**src/rtl/sargantana_icache_ifill_arb.sv**
```systemverilog
// Instruction-cache fill-port arbiter: shares the single upstream iFill port
// between the demand-miss path and the next-line prefetcher, keeps at most
// one line fill in flight, routes the returned line to its owner and drains
// the response of fills killed by the core or by a flush.
//
// Handshake: a requester holds *_valid_i until it sees *_ready_o in the same
// cycle; ready is only ever raised in IDLE. Upstream, up_req_valid_o stays
// high with stable address/way until up_ack_i is sampled (never retracted,
// even when the fill is killed). Responses are 1-cycle pulses on
// *_resp_valid_o with data/way qualified by them.
module sargantana_icache_ifill_arb #(
  parameter int PADDR_SIZE = 40,
  parameter int LINE_BITS  = 128,
  parameter int WAY_BITS   = 2
) (
  input  logic                  clk_i,
  input  logic                  rst_i,
  input  logic                  flush_i,
  input  logic                  dmd_valid_i,
  input  logic                  dmd_kill_i,
  input  logic [PADDR_SIZE-1:0] dmd_paddr_i,
  input  logic [WAY_BITS-1:0]   dmd_way_i,
  output logic                  dmd_ready_o,
  output logic                  dmd_resp_valid_o,
  input  logic                  pf_valid_i,
  input  logic [PADDR_SIZE-1:0] pf_paddr_i,
  input  logic [WAY_BITS-1:0]   pf_way_i,
  output logic                  pf_ready_o,
  output logic                  pf_resp_valid_o,
  output logic [LINE_BITS-1:0]  resp_data_o,
  output logic [WAY_BITS-1:0]   resp_way_o,
  output logic                  up_req_valid_o,
  output logic [PADDR_SIZE-1:0] up_req_paddr_o,
  output logic [WAY_BITS-1:0]   up_req_way_o,
  input  logic                  up_ack_i,
  input  logic                  up_resp_valid_i,
  input  logic [LINE_BITS-1:0]  up_resp_data_i,
  output logic                  busy_o,
  output logic                  kill_pulse_o,
  output logic [1:0]            dbg_state_o
);

  localparam int OFFS = $clog2(LINE_BITS / 8);
  localparam logic [PADDR_SIZE-1:0] ALIGN_MASK =
    {{(PADDR_SIZE - OFFS){1'b1}}, {OFFS{1'b0}}};

  typedef enum logic [1:0] {
    S_IDLE  = 2'd0,
    S_REQ   = 2'd1,
    S_WAIT  = 2'd2,
    S_DRAIN = 2'd3
  } state_t;

  typedef enum logic [1:0] {
    OWN_NONE = 2'd0,
    OWN_DMD  = 2'd1,
    OWN_PF   = 2'd2
  } owner_t;

  state_t                r_state;
  state_t                w_state_nxt;
  owner_t                r_owner;
  logic                  r_kill_pend;
  logic [PADDR_SIZE-1:0] r_paddr;
  logic [WAY_BITS-1:0]   r_way;
  logic [LINE_BITS-1:0]  r_resp_data;
  logic [WAY_BITS-1:0]   r_resp_way;
  logic                  r_dmd_resp;
  logic                  r_pf_resp;
  logic                  r_kill_pulse;

  logic w_idle;
  logic w_dmd_grant;
  logic w_pf_grant;
  logic w_kill;
  logic w_kill_new;
  logic w_complete;

  // Grant, kill and completion decode shared by the FSM and the datapath.
  // Grants are masked while reset is asserted so the ready outputs read 0.
  always_comb begin
    w_idle      = (r_state == S_IDLE);
    w_dmd_grant = w_idle & ~rst_i & ~flush_i & dmd_valid_i & ~dmd_kill_i;
    w_pf_grant  = w_idle & ~rst_i & ~flush_i & pf_valid_i &
                  ~(dmd_valid_i & ~dmd_kill_i);
    // A core kill only concerns fills the demand path owns.
    w_kill      = flush_i | (dmd_kill_i & (r_owner == OWN_DMD));
    // Counted once per transaction: REQ with a kill already pending and
    // DRAIN are already doomed and must not re-pulse.
    w_kill_new  = w_kill & (((r_state == S_REQ) & ~r_kill_pend) |
                            (r_state == S_WAIT));
    w_complete  = ~w_kill & (
                    ((r_state == S_REQ) & ~r_kill_pend & up_ack_i & up_resp_valid_i) |
                    ((r_state == S_WAIT) & up_resp_valid_i));
  end

  // State register.
  always_ff @(posedge clk_i or posedge rst_i) begin
    if (rst_i) begin
      r_state <= S_IDLE;
    end else begin
      r_state <= w_state_nxt;
    end
  end

  // Next-state logic; a kill coinciding with the response drops the line
  // and returns straight to IDLE.
  always_comb begin
    w_state_nxt = r_state;
    case (r_state)
      S_IDLE: begin
        if (w_dmd_grant | w_pf_grant) w_state_nxt = S_REQ;
      end
      S_REQ: begin
        if (up_ack_i) begin
          if (up_resp_valid_i)            w_state_nxt = S_IDLE;
          else if (w_kill | r_kill_pend)  w_state_nxt = S_DRAIN;
          else                            w_state_nxt = S_WAIT;
        end
      end
      S_WAIT: begin
        if (up_resp_valid_i) w_state_nxt = S_IDLE;
        else if (w_kill)     w_state_nxt = S_DRAIN;
      end
      S_DRAIN: begin
        if (up_resp_valid_i) w_state_nxt = S_IDLE;
      end
      default: w_state_nxt = S_IDLE;
    endcase
  end

  // Output decode from the current state and the grant logic.
  always_comb begin
    dmd_ready_o      = w_dmd_grant;
    pf_ready_o       = w_pf_grant;
    up_req_valid_o   = (r_state == S_REQ);
    busy_o           = (r_state != S_IDLE);
    dbg_state_o      = r_state;
    up_req_paddr_o   = r_paddr;
    up_req_way_o     = r_way;
    resp_data_o      = r_resp_data;
    resp_way_o       = r_resp_way;
    dmd_resp_valid_o = r_dmd_resp;
    pf_resp_valid_o  = r_pf_resp;
    kill_pulse_o     = r_kill_pulse;
  end

  // Request capture, owner tracking, kill bookkeeping and response registers.
  always_ff @(posedge clk_i or posedge rst_i) begin
    if (rst_i) begin
      r_owner      <= OWN_NONE;
      r_kill_pend  <= 1'b0;
      r_paddr      <= '0;
      r_way        <= '0;
      r_resp_data  <= '0;
      r_resp_way   <= '0;
      r_dmd_resp   <= 1'b0;
      r_pf_resp    <= 1'b0;
      r_kill_pulse <= 1'b0;
    end else begin
      if (w_dmd_grant) begin
        r_owner <= OWN_DMD;
        r_paddr <= dmd_paddr_i & ALIGN_MASK;
        r_way   <= dmd_way_i;
      end else if (w_pf_grant) begin
        r_owner <= OWN_PF;
        r_paddr <= pf_paddr_i & ALIGN_MASK;
        r_way   <= pf_way_i;
      end else if (w_state_nxt == S_IDLE) begin
        r_owner <= OWN_NONE;
      end
      // Remember a kill seen before the ack, cleared once REQ is left.
      r_kill_pend  <= (r_state == S_REQ) & ~up_ack_i & (r_kill_pend | w_kill);
      r_kill_pulse <= w_kill_new;
      r_dmd_resp   <= w_complete & (r_owner == OWN_DMD);
      r_pf_resp    <= w_complete & (r_owner == OWN_PF);
      if (w_complete) begin
        r_resp_data <= up_resp_data_i;
        r_resp_way  <= r_way;
      end
    end
  end

endmodule

```
**config.mk**
```make
export PLATFORM = sky130hd
export DESIGN_NAME = sargantana_icache_ifill_arb
export DESIGN_NICKNAME = d
export VERILOG_FILES = /design/src/rtl/sargantana_icache_ifill_arb.sv
export SDC_FILE = /design/constraint.sdc
export NUM_CORES = 1
export LEC_CHECK = 0
export CAP_MARGIN = 15
export CORE_AREA = 2 2 158 160
export DETAILED_ROUTE_END_ITERATION = 16
export DIE_AREA = 0 0 160 162
export PLACE_DENSITY_LB_ADDON = 0.15
export SYNTH_ARGS = -nofsm -noshare
export SYNTH_HDL_FRONTEND = slang
export SYNTH_SLANG_ARGS = --single-unit
```
**constraint.sdc**
```tcl
create_clock -name clk_i -period 5.65 [get_ports clk_i]
set_input_delay 1.13 -clock clk_i [delete_from_list [all_inputs] [get_ports clk_i]]
set_output_delay 1.13 -clock clk_i [all_outputs]
set_load 0.05 [all_outputs]
```
### Word-level counts from Yosys, hierarchy flattened

Index checks and enable logic that the tools add are counted.

* flip-flop bits (word level): 180
* bits of input ports: 220
* output and inout bits: 181
* logic and storage cells: 65

* equal/unequal tests: 5
* mux-type cells: 15
* bitwise operators: 30
* reduce and logical (&&, ||, !) cells: 5

Operator list (number)
* 40-bit 2-to-1 mux: 2
* 2-bit 2-to-1 mux: 11
* 1-bit AND: 18
* 2-bit case mux with 4 select lines: 1
* 1-bit NOT: 7
* 2-bit equality test (second input constant): 3
* 1-bit OR: 5
* 2-bit by 1-bit equality test with 1-bit output (second input constant): 2
* 2-bit logical NOT: 2
* 2-bit nonzero test: 2
* 3-bit nonzero test: 1
* 1-bit 2-to-1 mux: 1

### Logic depth before layout (Yosys ltp)

Gate-level depths: netlist of run 1.

* word-level depth: 12
* gate-level depth with buffers: 6
* gate-level depth less buffers: 4

### Least setup slack after synthesis of run 1

Ideal clock, no wire load.

* kind: input -> register
* start: in rst_i
* end: reg r_state[0], in the netlist dbg_state_o[0]
* library setup time: 0.090 ns
* data arrival time: 5.334 ns
* required time: 5.560 ns
* path slack: 0.226 ns
* stages: 3
* cells stage by stage: inv_1 > o211ai_1 > a2bb2oi_1

* longest elaborated chain between the ends: 8
* elaborated cells between the ends (all ways): 10

Ends and longest elaborated chain
* start, declared: line 17 `input logic rst_i,`
* 1-bit NOT *: line 83, 84
* 1-bit AND * (2 in series): line 83, 84
* 1-bit AND, on equally long branches (2 in series): line 83, 84
* 1-bit OR *: line 112 `if (w_dmd_grant | w_pf_grant) w_state_nxt = S_REQ;`
* 2-bit 2-to-1 mux *: line 112
* 2-bit case mux with 4 select lines *: line 110 `case (r_state)`
* named net w_state_nxt[0]: line 61 `state_t w_state_nxt;`
* end signal, assigned: line 102 `r_state <= w_state_nxt;`
* end, declared: line 60 `state_t r_state;`

The timed path passes the listed nets; every way through them passes the cells marked *.
A chain may end at the register's enable or synchronous reset.

### Worst setup path after layout of run 1

* start: in flush_i
* end: out dmd_ready_o

* longest elaborated chain between the ends: 4

Ends and longest elaborated chain
* start, declared: line 18 `input logic flush_i,`
* 1-bit NOT: line 83 `w_dmd_grant = w_idle & ~rst_i & ~flush_i & dmd_valid_i & ~dmd_kill_i;`
* 1-bit AND (3 in series): line 83
* end, declared: line 23 `output logic dmd_ready_o,`

Every way passes these cells.

==> results of run 1 <==
cell usage after synthesis, types with 2 or more instances:
cell      count  area [um2]
a21boi_0     38         285
a21o_1        2        15.0
a21oi_1      41         205
a31oi_1       2        12.5
buf_2         9        45.0
buf_4         4        30.0
buf_6        12         135
clkbuf_1     17        63.8
dfrtp_1     176        4400
inv_1         5        18.8
mux2_2       52         586
mux2_4       78        1170
nand2_1      39         146
nand2b_1      2        12.5
nor2_1        3        11.3
nor2b_1       4        25.0
nor3b_1       2        15.0
o22a_1       38         333
kinds of logic (layout without fill, tap and decap cells):
logic type	after synthesis	in the layout	synth area share
AOI/OAI and AO/OA	124	124	0.115
other	1	4	0.000491
and+or+nand+nor	55	55	0.0367
buffers and inverters	48	432	0.0390
muxes	131	131	0.232
DFF	176	176	0.577
worst reg2reg max path: cells and delay by family (launching register included):
kind,cells,cell delay [ps]
AO/OA/AOI/OAI,1,290
buffers and inverters,1,540
flip-flops,1,500
multiplexers,1,670
AND/OR/NAND/NOR,1,200
how the worst max path moves through the flow:
stage,startpoint,to
after floorplan,rst_i,dbg_state_o[0]$_DFF_PP0_
final,flush_i,dmd_ready_o
after CTS,flush_i,dmd_ready_o
after global routing,flush_i,dmd_ready_o
after global placement,flush_i,dmd_ready_o
after detailed placement,flush_i,dmd_ready_o
stage by stage:
| stage | utilization | power, W |
|---|---|---|
| floorplan | - | 0.00541 |
| global placement | 0.487 | 0.00706 |
| detailed placement | 0.487 | 0.00708 |
| CTS | 0.513 | 0.00839 |
| global route | 0.513 | 0.00864 |
| finish | 0.513 | 0.00830 |
power groups by stage:
stage	Clock, W	Sequential (W)	Combinational [W]
floorplan	0	0.00437	0.00104
global placement	0	0.00219	0.00488
detailed placement	0	0.00221	0.00487
CTS	0.00130	0.00220	0.00489
global route	0.00135	0.00228	0.00501
finish	0.00126	0.00219	0.00484
sequential cells by signal, summed over array words and instances, names as in the netlist:
signal	count
dbg_state_o	2
dmd_resp_valid_o	1
kill_pulse_o	1
pf_resp_valid_o	1
r_kill_pend	1
r_owner	2
resp_data_o	128
resp_way_o	2
up_req_paddr_o	36
up_req_way_o	2
cell type report:
type	instances	area share
Clock buffer	18	0.0355
Tap cell	324	0.0328
Multi-Input combinational cell	314	0.238
Clock inverter	14	0.0154
Timing Repair Buffer	395	0.321
Sequential cell	176	0.356
Inverter	5	0.00182
routing by layer:
layer  wire length (um)  vias up  global-route usage
li1                   -     2637                   -
met1               9680     2842               0.214
met2              11600      206               0.298
met3               1460       20              0.0493
met4                370        0              0.0557
met5                  0        -                   0
==> flow_summary_export.csv, run 1 <==
group,metric,value,unit
worst_setup_path,setup.reg_to_reg.worst_slack,3320,ps
power_and_ir_drop,power.combinational.fraction,0.584,
floorplanning,starting_density,0.317,
synthesis,synth_flop_cell,"dfrtp_1",
worst_setup_path,crit_chain,"clkdlybuf4s50_1 > nor4_4 > buf_4 > nand2_1 > buf_4 > inv_1 > buf_12",
floorplanning,die_width,160,um
worst_setup_path,worstPathArrival,3020,ps
cells_and_area,multi_input_area,2940,um2
power_and_ir_drop,peak_vdd_ir,346,uV
global_route,grt_usage,0.175,
worst_setup_path,buffer_and_inverter_count_on_the_worst_path,5,
clock_tree,ctsHoldBuffers,0,
clock_tree,cts_root_cell,"clkbuf_16",
global_route,number_of_global_route_vias_before_repair,5881,
sta,number_of_hold_violations_in_the_final_report,0,
hold_path,hold_path_class,"reg2reg",
hold_path,startpoint_of_the_tightest_hold_check_path,"r_owner[1]$_DFFE_PP0P_",
power_and_ir_drop,swShare,0.465,
cells_and_area,layout.cells.most_common,"clkdlybuf4s50_1",
sta,timing.max_slew.rel_slack,0.325,
placement,dpl-instance-area,11700,um2
sta,tightest_hold_margin,499,ps
sta,final_max_slew_viol_count,0,
sta,max_freq,241,MHz
worst_setup_path,cpMostUsedCell,"buf_4",
cells_and_area,final_cell_area,12400,um2
worst_setup_path,crit_path_start_kind,"input pin",
clock_tree,worst_skew_pair.late_latency,430,ps
synthesis,synth.cell_area,7630,um2
cells_and_area,final-instance-count-excl-fill,1246,
worst_setup_path,crit-reg2reg-launch,"dbg_state_o[0]$_DFF_PP0_",
floorplanning,pin_count,401,
worst_setup_path,crit_cells,7,
synthesis,postSynthRegisterBits,176,
clock_tree,cts_buf_count,17,
job,max_cap_violations,0,
power_and_ir_drop,total_switching_power,0.00386,W
cells_and_area,n_antenna_cell,0,
synthesis,synth_seq_area_share,0.577,
detailed_routing,drt-total-wl,23.1,mm
cells_and_area,final-seq-area,4400,um2
sta,final.period_utilization,0.735,
global_route,total_global_routing_overflow,0,
detailed_routing,drtPass1Iterations,4,
detailed_routing,remaining_drc_errors,0,
synthesis,syn-instance-count,535,
synthesis,postSynth.asyncResetShare,1.00,
worst_setup_path,cp_top_family,"buffers and inverters",
sta,fin_worst_skew,14.5,ps
sta,setup_viol,0,
cells_and_area,n_fill_cell,2142,
sta,timing.final.ws_setup,1500,ps
worst_setup_path,critical_path_required,4520,ps
clock_tree,clock_sink_count,176,
worst_setup_path,crit_path_top_delay_cell,"clkdlybuf4s50_1",
power_and_ir_drop,p_per_area,671,nW/um2
status,status,"finished, final reports clean",
floorplanning,core.rowCount,57,
synthesis,syn_avg_cell_area,14.3,um2
clock_tree,cts_tree,"built",
worst_setup_path,worst_r2r_path_depth,4,
worst_setup_path,path_class,"in2out",
detailed_routing,via_per_inst,4.58,
sta,rsz_0062_raised_after_global_routing,"false",
global_route,global_route_wire_length_before_repair,35.3,mm
cells_and_area,commonest_cells_after_routing_fill_and_taps_aside,"clkdlybuf4s50_1 (386), dfrtp_1 (176), mux2_4 (78)",
sta,period_needed,4150,ps
detailed_routing,dr_total_vias,5705,
power_and_ir_drop,p_leak,5.38,nW
placement,gp_congestion,0.780,
power_and_ir_drop,p_int,0.00444,W
worst_setup_path,timing.critical_path.to_type,"output pin",
placement,dpl_worst_slack,1470,ps
detailed_routing,drt_iter0_markers,332,
placement,placedCellCount,1214,
worst_setup_path,worstPathMaxFanout,39,
clock_tree,cts.reportedPaths.clkPinSlew,70,ps
power_and_ir_drop,power_frac_seq,0.264,
hold_path,worstHoldEndpoint,"dmd_resp_valid_o$_DFF_PP0_",
clock_tree,clock_tree.htree_level_count,4,
detailed_routing,wire_per_inst,18.6,um
cells_and_area,post_route_cells_drive_above_1_share,0.191,
floorplanning,core-area,24100,um2
global_route,grt_start_max_net_pins,133,
clock_tree,max-clock-path-buffers,2,
synthesis,synth_edf_count,0,
sta,tightest_pin_transition,1010,ps
clock_tree,cts.repair.resized,0,
floorplanning,die-area,25900,um2
cells_and_area,nets,1129,
hold_path,timing.hold.worst_path_depth,1,
floorplanning,die_height,162,um
cells_and_area,area_growth,62.1,%
sta,tns,0,ps
placement,io_buffers,388,
worst_setup_path,regToRegEndpoint,"resp_way_o[1]$_DFFE_PP0P_",
clock_tree,post-cts-setup-buffers,0,
synthesis,post_synth_cell_types,29,
power_and_ir_drop,power.share.clock,0.152,
worst_setup_path,critical-path-max-stage-delay,500,ps
global_route,antenna_found_initial,0,
synthesis,yosysWarningCount,0,
detailed_routing,final_antenna_net_count,0,
placement,place.detailed.hpwl,16.0,mm
Power figures use the tool's default switching activity.
==> run 2: changes to the inputs <==
--- a/config.mk
+++ b/config.mk
@@ -6,9 +6,9 @@
 export NUM_CORES = 1
 export LEC_CHECK = 0
 export CAP_MARGIN = 15
-export CORE_AREA = 2 2 158 160
+export CORE_AREA = 2 2 154 156
 export DETAILED_ROUTE_END_ITERATION = 16
-export DIE_AREA = 0 0 160 162
+export DIE_AREA = 0 0 156 158
 export PLACE_DENSITY_LB_ADDON = 0.15
 export SYNTH_ARGS = -nofsm -noshare
 export SYNTH_HDL_FRONTEND = slang
==> constraint.sdc (replaced) <==
create_clock -name clk_i -period 4.3 [get_ports clk_i]
set_input_delay 0.86 -clock clk_i [delete_from_list [all_inputs] [get_ports clk_i]]
set_output_delay 0.86 -clock clk_i [all_outputs]
set_load 0.05 [all_outputs]
==> flow_summary_export.csv, run 2 (synthesis results as in run 1) <==
group,metric,value,unit
job,max_cap_violations,0,
sta,max_freq,298,MHz
sta,rsz_0062_raised_after_global_routing,"false",
cells_and_area,area_growth,61.7,%
clock_tree,clock_tree.htree_level_count,4,
power_and_ir_drop,p_per_area,879,nW/um2
placement,placedCellCount,1181,
clock_tree,cts_buf_count,17,
clock_tree,cts.repair.resized,0,
detailed_routing,wire_per_inst,18.7,um
status,status,"finished, final reports clean",
global_route,global_route_wire_length_before_repair,33.9,mm
sta,tightest_pin_transition,716,ps
floorplanning,starting_density,0.331,
sta,period_needed,3350,ps
worst_setup_path,worst_r2r_path_depth,4,
sta,number_of_hold_violations_in_the_final_report,0,
sta,tightest_hold_margin,496,ps
detailed_routing,drt_iter0_markers,244,
sta,setup_viol,0,
worst_setup_path,critical_path.startpoint,"flush_i",
worst_setup_path,path_class,"in2out",
floorplanning,die_width,156,um
sta,final.period_utilization,0.780,
global_route,globalRouteMet1Util,0.221,
clock_tree,worst_skew_pair.late_latency,430,ps
power_and_ir_drop,p_leak,5.38,nW
hold_path,startpoint_of_the_tightest_hold_check_path,"r_owner[1]$_DFFE_PP0P_",
global_route,total_global_routing_overflow,0,
cells_and_area,postLayoutCoreUtil,0.535,
global_route,grt_util_met3,0.0542,
detailed_routing,drt-total-wl,22.7,mm
placement,gp_congestion,0.789,
sta,final_max_slew_viol_count,0,
cells_and_area,n_fill_cell,2024,
floorplanning,core.rowCount,56,
sta,timing.max_slew.rel_slack,0.521,
detailed_routing,dr_total_vias,5682,
worst_setup_path,critical_path_required,3440,ps
sta,fin_worst_skew,22.1,ps
clock_tree,post-cts-setup-buffers,0,
worst_setup_path,crit-reg2reg-launch,"dbg_state_o[0]$_DFF_PP0_",
sta,tns,0,ps
floorplanning,pin_count,401,
detailed_routing,drtPass1Iterations,5,
floorplanning,die_height,158,um
cells_and_area,commonest_cells_after_routing_fill_and_taps_aside,"clkdlybuf4s50_1 (385), dfrtp_1 (176), mux2_4 (78)",
clock_tree,cts.reportedPaths.clkPinSlew,60,ps
cells_and_area,final-seq-area,4400,um2
floorplanning,core-area,23100,um2
clock_tree,clock_sink_count,176,
power_and_ir_drop,peak_vdd_ir,421,uV
cells_and_area,number_of_flip_flops_under_the_largest_register_name,128,
placement,io_buffers,388,
worst_setup_path,setup.reg_to_reg.worst_slack,2230,ps
global_route,antenna_found_initial,0,
cells_and_area,post_route_cells_drive_above_1_share,0.193,
floorplanning,die-area,24600,um2
worst_setup_path,regToRegEndpoint,"resp_data_o[96]$_DFFE_PP0P_",
global_route,grt_start_max_net_pins,90,
cells_and_area,multi_input_area,2940,um2
worst_setup_path,worstPathArrival,2490,ps
worst_setup_path,crit_path_end,"pf_ready_o",
detailed_routing,final_antenna_net_count,0,
detailed_routing,via_per_inst,4.68,
cells_and_area,final-instance-count-excl-fill,1213,
cells_and_area,layout.cells.most_common,"clkdlybuf4s50_1",
worst_setup_path,worstPathMaxFanout,39,
placement,place.detailed.hpwl,15.9,mm
cells_and_area,nets,1130,
clock_tree,cts_tree,"built",
global_route,grt_usage,0.180,
global_route,grt_most_used_layer,"met2",
worst_setup_path,timing.critical_path.to_type,"output pin",
detailed_routing,remaining_drc_errors,0,
global_route,number_of_global_route_vias_before_repair,5853,
worst_setup_path,crit_path_start_kind,"input pin",
clock_tree,ctsHoldBuffers,0,
cells_and_area,n_antenna_cell,0,
clock_tree,max-clock-path-buffers,2,
global_route,global_route.usage.met2,0.309,
clock_tree,cts_root_cell,"clkbuf_16",
hold_path,hold_path_class,"reg2reg",
-- run 2: changes by cell type in the layout (fill, tap and decap cells not counted) --
| cell | change |
|---|---|
| buf_12 | +3 |
| inv_6 | +3 |
| clkinv_4 | -2 |
| clkinvlp_4 | +2 |
| inv_8 | -2 |
| buf_4 | -1 |
| bufinv_16 | -1 |
| clkdlybuf4s50_1 | -1 |
-- run 2: through the flow --
stage / setup WS [ps] / power, W / cell area (um2)
after floorplan: 266 / 0.00711 / 7650
after global placement: 954 / 0.00929 / 11700
after detailed placement: 956 / 0.00932 / 11700
after CTS: 959 / 0.0110 / 12300
after global routing: 862 / 0.0113 / 12300
final: 947 / 0.0108 / 12300
-- run 2: layout make-up --
class | count | share of cell area
Clock buffer | 18 | 0.0356
Tap cell | 290 | 0.0294
Sequential cell | 176 | 0.357
Inverter | 5 | 0.00183
Clock inverter | 14 | 0.0131
Multi-Input combinational cell | 314 | 0.238
Timing Repair Buffer | 396 | 0.325
-- run 2: report_power, final --
group	switching, W	total (W)	internal (W)	leakage [nW]
sequential	0.000433	0.00290	0.00246	2.12
combinational	0.00389	0.00636	0.00247	2.96
clock	0.000739	0.00158	0.000844	0.288
total	0.00506	0.0108	0.00578	5.38
-- run 2: critical path: stages --
cell and delay, ps:
clkdlybuf4s50_1 500, nor4_4 260, buf_4 410, and3_1 310, buf_12 160
-- run 2: routing by layer --
metal	wire, um	vias to the layer above
met5	0	-
met4	327	0
met3	1460	24
met2	11500	196
met1	9400	2814
li1	-	2648
-- run 2: worst min-delay path by stage --
stage                                         to  cells after the start
floorplan             dmd_resp_valid_o$_DFF_PP0_                      1
global placement    resp_data_o[101]$_DFFE_PP0P_                      1
detailed placement    dmd_resp_valid_o$_DFF_PP0_                      1
CTS                   dmd_resp_valid_o$_DFF_PP0_                      1
global route         resp_data_o[16]$_DFFE_PP0P_                      1
finish                dmd_resp_valid_o$_DFF_PP0_                      1
==> run 3: changes to the inputs <==
--- a/config.mk
+++ b/config.mk
@@ -6,9 +6,9 @@
 export NUM_CORES = 1
 export LEC_CHECK = 0
 export CAP_MARGIN = 15
-export CORE_AREA = 2 2 154 156
+export CORE_AREA = 2 2 158 160
 export DETAILED_ROUTE_END_ITERATION = 16
-export DIE_AREA = 0 0 156 158
+export DIE_AREA = 0 0 160 162
 export PLACE_DENSITY_LB_ADDON = 0.15
 export SYNTH_ARGS = -nofsm -noshare
 export SYNTH_HDL_FRONTEND = slang
==> constraint.sdc (replaced) <==
create_clock -name clk_i -period 2.9 [get_ports clk_i]
set_input_delay 0.58 -clock clk_i [delete_from_list [all_inputs] [get_ports clk_i]]
set_output_delay 0.58 -clock clk_i [all_outputs]
set_load 0.05 [all_outputs]
==> flow_summary_export.csv, run 3 (synthesis results as in run 1) <==
group,metric,value,unit
sta,setup_viol,0,
detailed_routing,dr_total_vias,5760,
cells_and_area,layout.cells.most_common,"clkdlybuf4s50_1",
floorplanning,starting_density,0.317,
power_and_ir_drop,peak_vdd_ir,662,uV
clock_tree,clock_tree.htree_level_count,4,
hold_path,timing.hold.worst_path_depth,1,
worst_setup_path,setup.reg_to_reg.worst_slack,890,ps
sta,max_freq,373,MHz
cells_and_area,commonest_cells_after_routing_fill_and_taps_aside,"clkdlybuf4s50_1 (385), dfrtp_1 (176), mux2_4 (78)",
global_route,antenna_found_initial,1,
worst_setup_path,crit_path_start_kind,"flip-flop",
sta,tightest_pin_transition,713,ps
sta,fin_worst_skew,13.7,ps
global_route,grt_start_max_net_pins,101,
placement,placedCellCount,1221,
worst_setup_path,crit-reg2reg-launch,"dbg_state_o[1]$_DFF_PP0_",
worst_setup_path,crit_chain,"nor2b_1 > clkdlybuf4s50_1",
global_route,number_of_global_route_vias_before_repair,5990,
floorplanning,die-area,25900,um2
clock_tree,cts.repair.resized,0,
floorplanning,core.rowCount,57,
placement,gp_congestion,0.777,
cells_and_area,final-instance-count-excl-fill,1254,
detailed_routing,remaining_drc_errors,0,
status,status,"finished, final reports clean",
worst_setup_path,critical_path_required,2320,ps
clock_tree,max-clock-path-buffers,2,
clock_tree,cts.reportedPaths.clkPinSlew,70,ps
cells_and_area,final_cell_area,12500,um2
sta,rsz_0062_raised_after_global_routing,"false",
worst_setup_path,worstPathArrival,2100,ps
sta,period_needed,2680,ps
detailed_routing,drt-total-wl,23.6,mm
sta,timing.max_slew.rel_slack,0.525,
worst_setup_path,worstPathMaxFanout,8,
sta,final_max_slew_viol_count,0,
cells_and_area,nets,1136,
detailed_routing,wire_per_inst,18.8,um
floorplanning,pin_count,401,
global_route,grt_usage,0.180,
clock_tree,cts_tree,"built",
clock_tree,post-cts-setup-buffers,0,
placement,dpl-instance-area,11900,um2
hold_path,worstHoldEndpoint,"dmd_resp_valid_o$_DFF_PP0_",
global_route,global_route_wire_length_before_repair,36.1,mm
detailed_routing,final_antenna_net_count,0,
detailed_routing,drtPass1Iterations,4,
global_route,total_global_routing_overflow,0,
clock_tree,worst_skew_pair.late_latency,430,ps
worst_setup_path,timing.critical_path.to_type,"output pin",
sta,number_of_hold_violations_in_the_final_report,0,
floorplanning,die_width,160,um
placement,place.detailed.hpwl,16.8,mm
clock_tree,cts_root_cell,"clkbuf_16",
hold_path,hold_path_class,"reg2reg",
power_and_ir_drop,p_leak,5.43,nW
worst_setup_path,crit_path_top_delay_cell,"clkdlybuf4s50_1",
worst_setup_path,worst_r2r_path_depth,5,
worst_setup_path,regToRegEndpoint,"resp_data_o[126]$_DFFE_PP0P_",
cells_and_area,number_of_flip_flops_under_the_largest_register_name,128,
sta,final.period_utilization,0.925,
sta,tns,0,ps
sta,timing.final.ws_setup,217,ps
cells_and_area,area_growth,63.5,%
clock_tree,ctsHoldBuffers,0,
detailed_routing,via_per_inst,4.59,
power_and_ir_drop,p_per_area,1290,nW/um2
clock_tree,clock_sink_count,176,
detailed_routing,drt_iter0_markers,276,
floorplanning,core-area,24100,um2
placement,io_buffers,388,
worst_setup_path,critical-path-max-stage-delay,850,ps
cells_and_area,postLayoutCoreUtil,0.518,
floorplanning,die_height,162,um
clock_tree,cts_buf_count,17,
cells_and_area,post_route_cells_drive_above_1_share,0.198,
placement,dpl_worst_slack,429,ps
job,max_cap_violations,0,
hold_path,startpoint_of_the_tightest_hold_check_path,"r_owner[1]$_DFFE_PP0P_",
worst_setup_path,path_class,"reg2out",
-- run 3: changes by cell type in the layout (fill, tap and decap cells not counted), sizes merged --
cell / before / now
diode: 0 / 1
clkinv: 4 / 6
inv: 11 / 10
buf: 11 / 17
clkinvlp: 3 / 2
-- run 3: worst max-delay path by stage --
stage                                   startpoint                      endpoint  slack (ps)  cells after the start
final                     dbg_state_o[0]$_DFF_PP0_                up_req_valid_o         220                      2
after floorplan                              rst_i      dbg_state_o[0]$_DFF_PP0_        -760                      3
after global routing      dbg_state_o[0]$_DFF_PP0_                up_req_valid_o         100                      2
after CTS                 dbg_state_o[0]$_DFF_PP0_                up_req_valid_o         190                      2
after global placement                    up_ack_i  resp_data_o[126]$_DFFE_PP0P_         420                      6
after detailed placement                dmd_kill_i  resp_data_o[126]$_DFFE_PP0P_         430                      6
-- run 3: area by class of cell --
cell class / instances / area [um2]
clock inverter: 14 / 170
fill: 2177 / 11600
antenna: 1 / 2.50
clock buffer: 18 / 439
multi-input combinational: 314 / 2940
inverter: 5 / 22.5
timing repair buffer: 402 / 4090
tap: 324 / 405
sequential: 176 / 4400
-- run 3: stage by stage --
step                power (W)  hold WS (ps)
global route           0.0168           516
CTS                    0.0163           480
detailed placement     0.0138           468
global placement       0.0138           470
floorplan              0.0105           436
finish                 0.0161           478
-- run 3: worst max-delay path, delay by kind of cell, from the launching register on --
kind	cells	cell delay, ps
buffers and inverters	1	850
DFF	1	550
and+or+nand+nor	1	280
-- run 3: power breakdown --
part,switching [W],internal [W]
sequential,0.000631,0.00365
combinational,0.00578,0.00369
clock,0.00112,0.00126
-- run 3: metal layers --
metal | up-vias | track usage | share of wire
li1 | 2668 | - | -
met1 | 2823 | 0.218 | 0.41
met2 | 234 | 0.294 | 0.48
met3 | 35 | 0.0618 | 0.074
met4 | 0 | 0.0762 | 0.030
met5 | - | 0 | 0
